===== src/rtl/reg_ex_mem.sv =====
// EX/MEM pipeline register: captures the execute-stage slot for the memory stage,
// with stall hold, flush-to-bubble and a saturating bubble counter.
module reg_ex_mem #(
  parameter int XLEN = 32,
  parameter int RA_W = 5
) (
  input  logic            clk,
  input  logic            reset,
  input  logic            stall,
  input  logic            flush,
  input  logic            valid_in,
  input  logic            reg_write_in,
  input  logic            mem_to_reg_in,
  input  logic            branch_in,
  input  logic            mem_read_in,
  input  logic            mem_write_in,
  input  logic [2:0]      func_3_bits_in,
  input  logic [XLEN-1:0] alu_result_in,
  input  logic            alu_zero_in,
  input  logic [XLEN-1:0] rs2_data_in,
  input  logic [RA_W-1:0] rd_in,
  input  logic [XLEN-1:0] branch_target_in,
  input  logic [XLEN-1:0] pc_plus4_in,
  output logic            valid_out,
  output logic            reg_write_out,
  output logic            mem_to_reg_out,
  output logic            branch_out,
  output logic            mem_read_out,
  output logic            mem_write_out,
  output logic [2:0]      func_3_bits_out,
  output logic [XLEN-1:0] alu_result_out,
  output logic            alu_zero_out,
  output logic [XLEN-1:0] rs2_data_out,
  output logic [RA_W-1:0] rd_out,
  output logic [XLEN-1:0] branch_target_out,
  output logic [XLEN-1:0] pc_plus4_out,
  output logic [15:0]     bubble_count
);

  typedef struct packed {
    logic            valid;
    logic            reg_write;
    logic            mem_to_reg;
    logic            branch;
    logic            mem_read;
    logic            mem_write;
    logic [2:0]      func_3_bits;
    logic [XLEN-1:0] alu_result;
    logic            alu_zero;
    logic [XLEN-1:0] rs2_data;
    logic [RA_W-1:0] rd;
    logic [XLEN-1:0] branch_target;
    logic [XLEN-1:0] pc_plus4;
  } slot_t;

  slot_t       slot_d, slot_q;
  logic [15:0] cnt_d, cnt_q;
  logic        bubble_s;

  // Next-state selection: reset, then flush, then stall, then normal capture.
  always_comb begin
    slot_d   = slot_q;
    bubble_s = 1'b0;
    if (reset) begin
      slot_d = '0;
    end else if (flush) begin
      slot_d   = '0;
      bubble_s = 1'b1;
    end else if (stall) begin
      slot_d = slot_q;
    end else begin
      slot_d.valid         = valid_in;
      slot_d.reg_write     = reg_write_in & valid_in;
      slot_d.mem_to_reg    = mem_to_reg_in;
      slot_d.branch        = branch_in & valid_in;
      slot_d.mem_read      = mem_read_in & valid_in;
      slot_d.mem_write     = mem_write_in & valid_in;
      slot_d.func_3_bits   = func_3_bits_in;
      slot_d.alu_result    = alu_result_in;
      slot_d.alu_zero      = alu_zero_in;
      slot_d.rs2_data      = rs2_data_in;
      slot_d.rd            = rd_in;
      slot_d.branch_target = branch_target_in;
      slot_d.pc_plus4      = pc_plus4_in;
      bubble_s             = ~valid_in;
    end
  end

  // Saturating bubble counter; reset is never counted as a bubble.
  always_comb begin
    cnt_d = cnt_q;
    if (reset) begin
      cnt_d = 16'h0000;
    end else if (bubble_s && (cnt_q != 16'hFFFF)) begin
      cnt_d = cnt_q + 16'h0001;
    end else begin
      cnt_d = cnt_q;
    end
  end

  // State registers.
  always_ff @(posedge clk) begin
    slot_q <= slot_d;
    cnt_q  <= cnt_d;
  end

  assign valid_out         = slot_q.valid;
  assign reg_write_out     = slot_q.reg_write;
  assign mem_to_reg_out    = slot_q.mem_to_reg;
  assign branch_out        = slot_q.branch;
  assign mem_read_out      = slot_q.mem_read;
  assign mem_write_out     = slot_q.mem_write;
  assign func_3_bits_out   = slot_q.func_3_bits;
  assign alu_result_out    = slot_q.alu_result;
  assign alu_zero_out      = slot_q.alu_zero;
  assign rs2_data_out      = slot_q.rs2_data;
  assign rd_out            = slot_q.rd;
  assign branch_target_out = slot_q.branch_target;
  assign pc_plus4_out      = slot_q.pc_plus4;
  assign bubble_count      = cnt_q;

endmodule


===== config.mk =====
export PLATFORM = sky130hd
export DESIGN_NAME = reg_ex_mem
export DESIGN_NICKNAME = d
export VERILOG_FILES = /design/src/rtl/reg_ex_mem.sv
export SDC_FILE = /design/constraint.sdc
export NUM_CORES = 1
export LEC_CHECK = 0
export BUFFER_PORTS_ARGS = -buffer_cell sky130_fd_sc_hd__buf_2
export CORE_AREA = 2 2 118 120
export CTS_BUF_LIST = sky130_fd_sc_hd__clkbuf_8
export DETAILED_ROUTE_END_ITERATION = 10
export DIE_AREA = 0 0 120 122
export PLACE_DENSITY = 0.78
export SLEW_MARGIN = 20
export SYNTH_ARGS = -nofsm -noshare
export SYNTH_HDL_FRONTEND = slang
export SYNTH_SLANG_ARGS = --single-unit

===== constraint.sdc =====
create_clock -name clk -period 3.2 [get_ports clk]
set_clock_uncertainty 0.1 [all_clocks]
set_input_delay 0.64 -clock clk [delete_from_list [all_inputs] [get_ports clk]]
set_output_delay 0.64 -clock clk [all_outputs]
set_load 0.03 [all_outputs]

Word level (Yosys, flattened, before mapping)
Index checks and enable logic that the tools add are counted.

Logic and storage cells: 26. Memories: 0. Register bits after elaboration: 159. Bits of input ports: 147. RAM bits: 0. Bits in read-only memories: 0. Bits in latches: 0. Output and inout port bits: 159.

Order comparisons: 0. Multiplexer cells: 3. $add $sub $neg: 1. Div/mod/pow operators: 0. Shifts and indexed selects: 0. Reductions and logical operators: 2. Eq/ne operators: 1. $mul: 0. Bitwise operators: 5.

Operators by type and width (number): adder 16 x 1 -> 16 bit, second input constant (1); inequality test 16 bit, second input constant (1); AND 1 bit (4); two-way mux 1 bit (3); OR reduction 2 bit (1); logical AND 1 bit (1); NOT 1 bit (1).

Longest topological paths before layout
Gate-level depths: netlist of run 1.

Depth after elaboration: 5. Depth in mapped cells: 6. Depth with buffers taken out: 5.

Least setup slack after synthesis of run 1
OpenSTA, ideal clock, no wires.

Path kind: input -> register. Start: in stall. End: reg cnt_q[5] (netlist: bubble_count[5]). Required time: 3.030 ns. Setup time: 0.070 ns. Setup slack: 1.149 ns. Stages: 6. Arrival: 1.880 ns. Cells stage by stage: buf_6 -> o21ba_4 -> or2_0 -> buf_2 -> or4_1 -> a21oi_1.

Word-level cells in the longest chain between the ends: 4.

RTL lines: start, declared (RTL line 9) `input logic stall,`; two-way mux 1 bit (RTL line 69) `end else if (stall) begin`; two-way mux 1 bit (RTL line 66) `end else if (flush) begin`; two-way mux 1 bit (RTL line 64) `if (reset) begin`; logical AND 1 bit (RTL line 94) `end else if (bubble_s && (cnt_q != 16'hFFFF)) begin`; end signal, assigned (RTL line 104) `cnt_q <= cnt_d;`; end, declared (RTL line 57) `logic [15:0] cnt_d, cnt_q;`.

No other way between the ends. A chain may end at the register's enable or synchronous reset.

Final worst setup path of run 1
Start: reg cnt_q[0] (netlist: bubble_count[0]). End: reg cnt_q[9] (netlist: bubble_count[9]).

Word-level cells in the longest chain between the ends: 2. Elaborated cells between the ends (all ways): 3. Those cells by class: add/sub: 1; eq/ne: 1; reduce/logical: 1.

RTL lines: branches (longest 2 deep; another with adder 16 x 1 -> 16 bit).

Several ways; the timed one is not identified.

==> results.tsv, run 1 <==
metric	value	unit
Finish-stage setup viols	0	
crit path max fanout	10	
CP endpoint kind	register	
vias in the first global route	4546	
DRT antenna net count	0	
Post-synth top cells	159 x dfxtp_1, 145 x nor2_1, 139 x mux2i_1	
Nets	995	
hold-fix buffers at CTS	0	
GRT Resource Usage Total	0.1944	
CTS tree	built	
metal2 WL	7316	µm
crit path DAT	2.21	ns
Net Switching	1.067	mW
most common cell in the synthesized netlist	dfxtp_1	
Netlist cell types	38	
Post-Route WL	14750	µm
reg-to-reg slack, setup	1.21	ns
worst setup path class	reg -> reg	
maxcap violations	0	
layout cells sized above 1	0.4047	
Area Growth Syn to Fin	34.83	%
fill cell count	1210	
Post-synth EDFFs	0	
post-synthesis adder-cell area fraction	0.002131	
Yosys warnings	0	
Setup WS pre-CTS	0.8649	ns
Fmax	501.8	MHz
clk sinks	159	
asr flop ratio synth	0	
Hold Fails Final Rpt	0	
n_diodes	0	
Worst Path Buf+Inv	0	
die area	14640	µm²
Avg Vias per Cell	4.830	
setup TNS	0	ns
hpwl dp	10540	µm
hold depth	3	
Register Area	3183	µm²
Mapped Avg Cell Area	10.58	µm²
site row count	43	
Fin Hold WS	0.3204	ns
Core Util, Final	0.5861	
Worst Reg-to-Reg Cells	5	
drt drc	0	
die span in y	122	µm
Worst-Margin Slew	0.6599	ns
DR top layer	met4	
max-slew violation count	0	
Hold Startpoint	rs2_data_in[16]	
Bufs on Longest Clock Path	2	
Syn Inst Count	555	
Comb power frac	0.132	
htree depth	4	
post-cts resize count	0	
startpoint types	register	
Final Cycle Share	0.6227	
routability cong.	0.8266	
Final WS setup	1.207	ns
leakage power	4.159	nW
non-filler cells, final	1040	
area taken by multi-input logic gates	2526	µm²
CP required	3.42	ns
Vias	5023	
Compound-Gate Fraction of Synth Area	0.04518	
synth top area cells	dfxtp_1 54%, mux2i_1 24%, nor2_1 9.3%	
proportion of synthesized area in mux cells	0.2408	
Slew HR	0.5594	
P_int	2.921	mW
Clock Power Share	0.347	
minimum clock period	1.993	ns
routed length per instance	14.19	µm
Placed Area	7546	µm²
Core Region	13500	µm²
initial antenna violation count	0	
worst path cell trace	ha_1 -> nand4_2 -> o311ai_2 -> or4_1 -> a21oi_1	
Clock Tree Root	clkbuf_8	
Placed Instances	1008	
Crit. path cell count	5	
Top FF cell, synth	dfxtp_1	
Layout Cell Area excl Fill	7915	µm²
main combinational cell family by area after synthesis	multiplexers	
Initial Util	0.4347	
met3 WL	960	µm
Crit Reg-Reg Endpoint	bubble_count[9]	
share of the synthesized area in the top cell type	0.5422	
worst skew pair latency	0.45	ns
initial drt markers	233	
Simple-Gate Fraction of Synth Area	0.1417	
io pins	306	
Synth area leader	dfxtp_1	
post-synthesis sequential area ratio	0.5422	
grt total ovfl	0	
slowest stage delay, CP	0.63	ns
Clk pin slew, worst setup/hold paths	0.08	ns
sequential share of power	0.520	
xor and xnor area share after synthesis	0	
worst vdd ir	351.8	µV
unrepaired setup endpoints after global routing	false	
status	finished clean	
Synth Cell Area	5871	µm²
first-pass GRT wire length	22550	µm
Synth Net Count	703	
synthesized flop and latch total	159	
CP max-delay cell	o311ai_2	
Die Wd	120	µm
cell area power density	503.9	nW/µm²
CP delay by family, top	compound AO/OA/AOI/OAI gates	
Setup Fix Bufs, Post-CTS	0	
largest net degree at the start of global routing	87	
Hold Path Class	in -> reg	
PnR Total Power	3.988	mW
Pre-antenna DRT Iters	5	
IO buf count	305	
Num CTS Buffers	17	
Sw Ratio	0.2676	
wire length on met1	6106	µm
worst reg2reg startpoint	bubble_count[0]	
Hold Crit Endpoint	rs2_data_out[16]	
==> state kept, by name (all words and copies together) (netlist names) <==
signal and flops:
mem_write_out 1, pc_plus4_out 32, reg_write_out 1, rd_out 5
branch_target_out 32, mem_read_out 1, bubble_count 16, func_3_bits_out 3
rs2_data_out 32, alu_zero_out 1, mem_to_reg_out 1, branch_out 1
valid_out 1, alu_result_out 32
==> cell type report <==
type / count / area share
multi-input cells: 357 / 0.3192
inverters: 3 / 0.001423
repair buffers: 309 / 0.2022
clock inverters: 12 / 0.01186
flip-flops and latches: 159 / 0.4021
well taps: 180 / 0.02845
clock buffers: 20 / 0.03478
==> metal layers <==
layer | up-vias | GRT usage
met1 | 2308 | 0.2294
met2 | 190 | 0.3253
met3 | 33 | 0.05805
met4 | 0 | 0.09044
li1 | 2492 | -
met5 | - | 0
==> cell usage in the layout (no fill, tap or decap), drive strengths merged, types with 2 or more instances in the layout <==
| cell type | n |
|---|---|
| or2 | 2 |
| a21oi | 9 |
| dfxtp | 159 |
| and2 | 2 |
| o21ai | 2 |
| clkinvlp | 2 |
| nor4 | 2 |
| clkinv | 5 |
| mux2i | 139 |
| or3 | 2 |
| buf | 309 |
| nor2 | 145 |
| nand4 | 7 |
| nand2 | 6 |
| clkbuf | 20 |
| o41ai | 3 |
| o311ai | 4 |
| o31ai | 6 |
| or4 | 7 |
| inv | 7 |
| nor2b | 3 |
| mux2 | 2 |
| a22oi | 4 |
==> power groups by stage <==
stage	Clock, mW	Sequential [mW]	Combinational, mW
floorplan	0	2.25	0.209
global placement	0	2.12	0.523
detailed placement	0	2.12	0.528
CTS	1.43	2.08	0.530
global route	1.52	2.09	0.567
finish	1.39	2.08	0.527
==> worst register-to-register path: cells and delay by family, from the launching register on <==
family,cells,cell delay [ns]
compound gates,2,0.69
fa+ha+maj,1,0.24
flops,1,0.39
simple gates,2,0.45
==> logic make-up (layout without fill, tap and decap cells) <==
group | Yosys count | after routing
simple gates | 181 | 181
flops | 159 | 159
mux | 141 | 141
buf+inv | 39 | 344
compound gates | 34 | 34
fa+ha+maj | 1 | 1
==> worst max-delay path by stage <==
stage,startpoint,to
3_3_place_gp,stall,bubble_count[13]
4_1_cts,bubble_count[2],bubble_count[2]
3_5_place_dp,stall,bubble_count[14]
2_1_floorplan,stall,bubble_count[5]
6_report,bubble_count[0],bubble_count[9]
5_1_grt,bubble_count[0],bubble_count[7]
No activity file was read; power rests on OpenSTA's default activity.
==> inputs of run 2 (changes only) <==
- CORE_AREA: 2 2 118 120 -> 2 2 119 121
- DIE_AREA: 0 0 120 122 -> 0 0 121 123
- PLACE_DENSITY: 0.78 -> 0.77
- clock period: 3.2 -> 2 ns (I/O delays scaled with it)
==> results.tsv, run 2 (synthesis results as in run 1) <==
metric	value	unit	change
Setup WS pre-CTS	0.1255	ns	-0.7394 ns
worst skew pair latency	0.44	ns	about the same
DRT antenna net count	0		unchanged
Hold Fails Final Rpt	0		unchanged
Vias	5020		-0.060%
GRT Resource Usage Total	0.1912		-0.003188
Avg Vias per Cell	4.790		-0.82%
most common cell after layout, fill and taps aside	buf_2		
Worst-Margin Slew	0.9057	ns	+0.2458 ns
routed length per instance	14.41	µm	+1.6%
worst path cell trace	ha_1 -> nand4_2 -> nor4_4 -> nand3b_1 -> mux2_1		
vias in the first global route	4527		-0.42%
Post-Route WL	15100	µm	+2.4%
crit path max fanout	4		-6
first-pass GRT wire length	22270	µm	-1.2%
CP endpoint kind	register		
max-slew violation count	0		unchanged
worst setup path class	reg -> reg		
n_diodes	0		unchanged
clk sinks	159		unchanged
crit path DAT	2.06	ns	-0.15 ns
io pins	306		unchanged
die span in y	123	µm	+0.82%
Die Wd	121	µm	+0.83%
Finish-stage setup viols	0		unchanged
commonest non-fill, non-tap cells in the layout	304 x buf_2, 158 x dfxtp_1, 145 x nor2_1, 139 x mux2i_1, 18 x clkbuf_8		
grt total ovfl	0		unchanged
Num CTS Buffers	17		unchanged
Bufs on Longest Clock Path	2		unchanged
CP required	2.23	ns	-1.19 ns
largest net degree at the start of global routing	90		+3.4%
status	finished clean		
startpoint types	register		
Nets	1003		+0.80%
site row count	43		unchanged
leakage power	4.227	nW	+1.6%
unrepaired setup endpoints after global routing	false		
Area Growth Syn to Fin	36.81	%	
setup TNS	0	ns	unchanged
IO buf count	305		unchanged
Hold Path Class	in -> reg		
initial drt markers	233		unchanged
Slew HR	0.3962		-0.1631
CTS tree	built		
maxcap violations	0		unchanged
slowest stage delay, CP	0.37	ns	-0.26 ns
Core Region	13610	µm²	+0.80%
hpwl dp	10850	µm	+3.0%
htree depth	4		unchanged
Pre-antenna DRT Iters	4		-1
Final Cycle Share	0.9163		+0.2936
cell area power density	833.4	nW/µm²	+65%
layout cells sized above 1	0.4090		+0.004335
Clock Tree Root	clkbuf_8		
worst vdd ir	579.5	µV	+65%
die area	14880	µm²	+1.7%
Fmax	545.7	MHz	+8.7%
Clk pin slew, worst setup/hold paths	0.08	ns	about the same
Initial Util	0.4313		-0.003437
Final WS setup	0.1674	ns	-1.040 ns
initial antenna violation count	0		unchanged
drt drc	0		unchanged
CP max-delay cell	dfxtp_1		
minimum clock period	1.833	ns	-0.1600 ns
routability cong.	0.7890		-4.5%
-- run 2: cell types whose count changed in the layout (fill, tap and decap cells not counted) --
cell	previous run	this run
buf_4	1	9
bufinv_16	1	4
clkinv_2	4	1
clkbuf_8	20	18
inv_1	6	8
dfxtp_1	159	158
dfxtp_2	0	1
-- run 2: final cells by class --
class,count,area (µm²)
Clock buffer,18,247.7
Clock inverter,14,176.4
Fill cell,1202,5580
Inverter,3,11.26
Multi-Input combinational cell,357,2526
Sequential cell,159,3184
Tap cell,180,225.2
Timing Repair Buffer,317,1660
-- run 2: critical path, delay by kind of cell, from the launching register on --
family	cells	cell delay (ns)
multiplexers	1	0.33
AND/OR/NAND/NOR	3	0.70
adder cells (fa/ha/maj)	1	0.23
flip-flops	1	0.37
-- run 2: per-stage QoR --
| step | hold slack (ns) | instances | cell area [µm²] | utilization | total power [mW] |
|---|---|---|---|---|---|
| after floorplan | 0.4341 | 555 | 5872 | - | 3.930 |
| after global placement | 0.3529 | 1015 | 7600 | 0.5583 | 4.232 |
| after detailed placement | 0.3567 | 1015 | 7600 | 0.5583 | 4.247 |
| after CTS | 0.03973 | 1047 | 8024 | 0.5895 | 6.771 |
| after global routing | 0.04385 | 1048 | 8031 | 0.5900 | 6.958 |
| final | 0.07906 | 1048 | 8031 | 0.5900 | 6.694 |
-- run 2: what timing repair did --
item	4_1_cts	5_1_grt
gates resized for setup	0	0
endpoints found under the hold margin	0	0
endpoints found under the setup margin	0	1
hold buffers	0	0
setup buffers	0	1
-- run 2: worst paths after layout --
path,startpoint,to,slack [ns],depth (start not counted)
setup / recovery,bubble_count[1],bubble_count[12],0.17,5
hold reg to reg,bubble_count[0],bubble_count[0],0.37,1
setup reg to reg,bubble_count[1],bubble_count[12],0.17,5
hold / removal,rs2_data_in[13],rs2_data_out[13],0.08,3
-- run 2: report_power, final --
part	switching, mW	total [mW]	internal, mW
Sequential	0.0558	3.32	3.27
Combinational	0.499	0.845	0.346
Clock	1.15	2.53	1.37
-- run 2: layer usage --
metal / up-vias / global-route usage / wire, µm
li1: 2513 / - / -
met1: 2294 / 0.2192 / 6039
met2: 186 / 0.3315 / 7681
met3: 27 / 0.05535 / 1042
met4: 0 / 0.08430 / 339
met5: - / 0 / 0
==> inputs of run 3 (changes only) <==
- MAX_ROUTING_LAYER: default -> met4
==> results.tsv, run 3 (synthesis results as in run 1) <==
metric	value	unit	change
Hold Fails Final Rpt	0		unchanged
Pre-antenna DRT Iters	5		+1
initial antenna violation count	0		unchanged
maxcap violations	0		unchanged
Crit Reg-Reg Endpoint	bubble_count[12]		
die span in y	123	µm	unchanged
Hold Startpoint	rs2_data_in[7]		
crit path DAT	2.06	ns	about the same
Worst Reg-to-Reg Cells	5		unchanged
hold-fix buffers at CTS	0		unchanged
cell area power density	833.5	nW/µm²	about the same
leakage power	4.227	nW	unchanged
vias in the first global route	4535		+0.18%
Clock Power Share	0.377		about the same
minimum clock period	1.833	ns	+0.0005720 ns
Placed Instances	1015		unchanged
Core Region	13610	µm²	unchanged
worst skew pair latency	0.44	ns	about the same
startpoint types	register		
hold depth	3		unchanged
grt total ovfl	0		unchanged
P_int	4.987	mW	about the same
initial drt markers	232		-0.43%
DRT antenna net count	0		unchanged
commonest non-fill, non-tap cells in the layout	304 x buf_2, 158 x dfxtp_1, 145 x nor2_1, 139 x mux2i_1, 18 x clkbuf_8		
unrepaired setup endpoints after global routing	false		
Bufs on Longest Clock Path	2		unchanged
Placed Area	7600	µm²	unchanged
non-filler cells, final	1048		unchanged
IO buf count	305		unchanged
Finish-stage setup viols	0		unchanged
first-pass GRT wire length	22200	µm	-0.31%
n_diodes	0		unchanged
clk sinks	159		unchanged
largest net degree at the start of global routing	90		unchanged
sequential share of power	0.496		about the same
CP required	2.23	ns	about the same
Final Cycle Share	0.9166		about the same
die area	14880	µm²	unchanged
setup TNS	0	ns	unchanged
CP endpoint kind	register		
Initial Util	0.4313		unchanged
CTS tree	built		
Hold Path Class	in -> reg		
post-cts resize count	0		unchanged
Net Switching	1.707	mW	about the same
hpwl dp	10850	µm	unchanged
status	finished clean		
Comb power frac	0.126		about the same
worst setup path class	reg -> reg		
Avg Vias per Cell	4.780		-0.22%
PnR Total Power	6.694	mW	about the same
Post-Route WL	15140	µm	+0.25%
io pins	306		unchanged
GRT Resource Usage Total	0.1963		+0.005183
Layout Cell Area excl Fill	8031	µm²	unchanged
max-slew violation count	0		unchanged
Die Wd	121	µm	unchanged
Fmax	545.5	MHz	about the same
routability cong.	0.8001		+1.4%
htree depth	4		unchanged
crit path max fanout	4		unchanged
Vias	5009		-0.22%
worst vdd ir	578.9	µV	-0.11%
drt drc	0		unchanged
Hold Crit Endpoint	rs2_data_out[7]		
layout cells sized above 1	0.4090		unchanged
Num CTS Buffers	17		unchanged
Area Growth Syn to Fin	36.81	%	unchanged
Clk pin slew, worst setup/hold paths	0.08	ns	about the same
Worst-Margin Slew	0.8991	ns	-0.006550 ns
crit path from	bubble_count[1]		
Nets	1003		unchanged
routed length per instance	14.45	µm	+0.25%
fill cell count	1202		unchanged
Sw Ratio	0.2550		about the same
Setup Fix Bufs, Post-CTS	0		unchanged
site row count	43		unchanged
Clock Tree Root	clkbuf_8		
most common cell after layout, fill and taps aside	buf_2		
worst reg2reg startpoint	bubble_count[1]		
reg-to-reg slack, setup	0.17	ns	about the same
Slew HR	0.4006		+0.004367
## run 3: cell counts in the layout (fill, tap and decap cells not counted)
No cell type changed its count.
## run 3: final cells by class
| type | instances | area [µm²] | share of cell area |
|---|---|---|---|
| Timing Repair Buffer | 317 | 1660 | 0.2067 |
| Clock buffer | 18 | 247.7 | 0.03085 |
| Inverter | 3 | 11.26 | 0.001402 |
| Multi-Input combinational cell | 357 | 2526 | 0.3145 |
| Sequential cell | 159 | 3184 | 0.3965 |
| Clock inverter | 14 | 176.4 | 0.02197 |
| Tap cell | 180 | 225.2 | 0.02804 |
## run 3: worst max-delay path: stages (launching register included)
cell and delay, ns:
dfxtp_1 0.37, ha_1 0.23, nand4_2 0.24, nor4_4 0.31, nand3b_1 0.15, mux2_1 0.33
## run 3: stage by stage
| stage | setup WS [ns] | utilization | hold slack [ns] |
|---|---|---|---|
| finish | 0.1668 | 0.5900 | 0.07914 |
| global route | 0.03111 | 0.5900 | 0.04384 |
| CTS | 0.1354 | 0.5895 | 0.03973 |
| detailed placement | 0.1255 | 0.5583 | 0.3567 |
| global placement | 0.1463 | 0.5583 | 0.3529 |
| floorplan | 0.01318 | - | 0.4341 |
## run 3: worst max-delay path by stage
| stage | to | slack [ns] |
|---|---|---|
| final | bubble_count[12] | 0.17 |
| after global routing | bubble_count[12] | 0.03 |
| after CTS | bubble_count[1] | 0.14 |
| after detailed placement | bubble_count[13] | 0.13 |
| after global placement | bubble_count[9] | 0.15 |
| after floorplan | bubble_count[12] | 0.01 |
## run 3: layer usage
layer  share of wire  global-route usage
met4           0.023             0.08721
met5               0                   -
met3           0.059             0.04751
met2            0.51              0.3294
met1            0.41              0.2235
## run 3: power by group through the flow
stage                     Sequential [mW]  Clock, mW  Combinational, mW
after floorplan                      3.60          0              0.334
after global routing                 3.34       2.71              0.909
after detailed placement             3.40          0              0.851
after global placement               3.39          0              0.842
final                                3.32       2.53              0.846
after CTS                            3.32       2.59              0.854
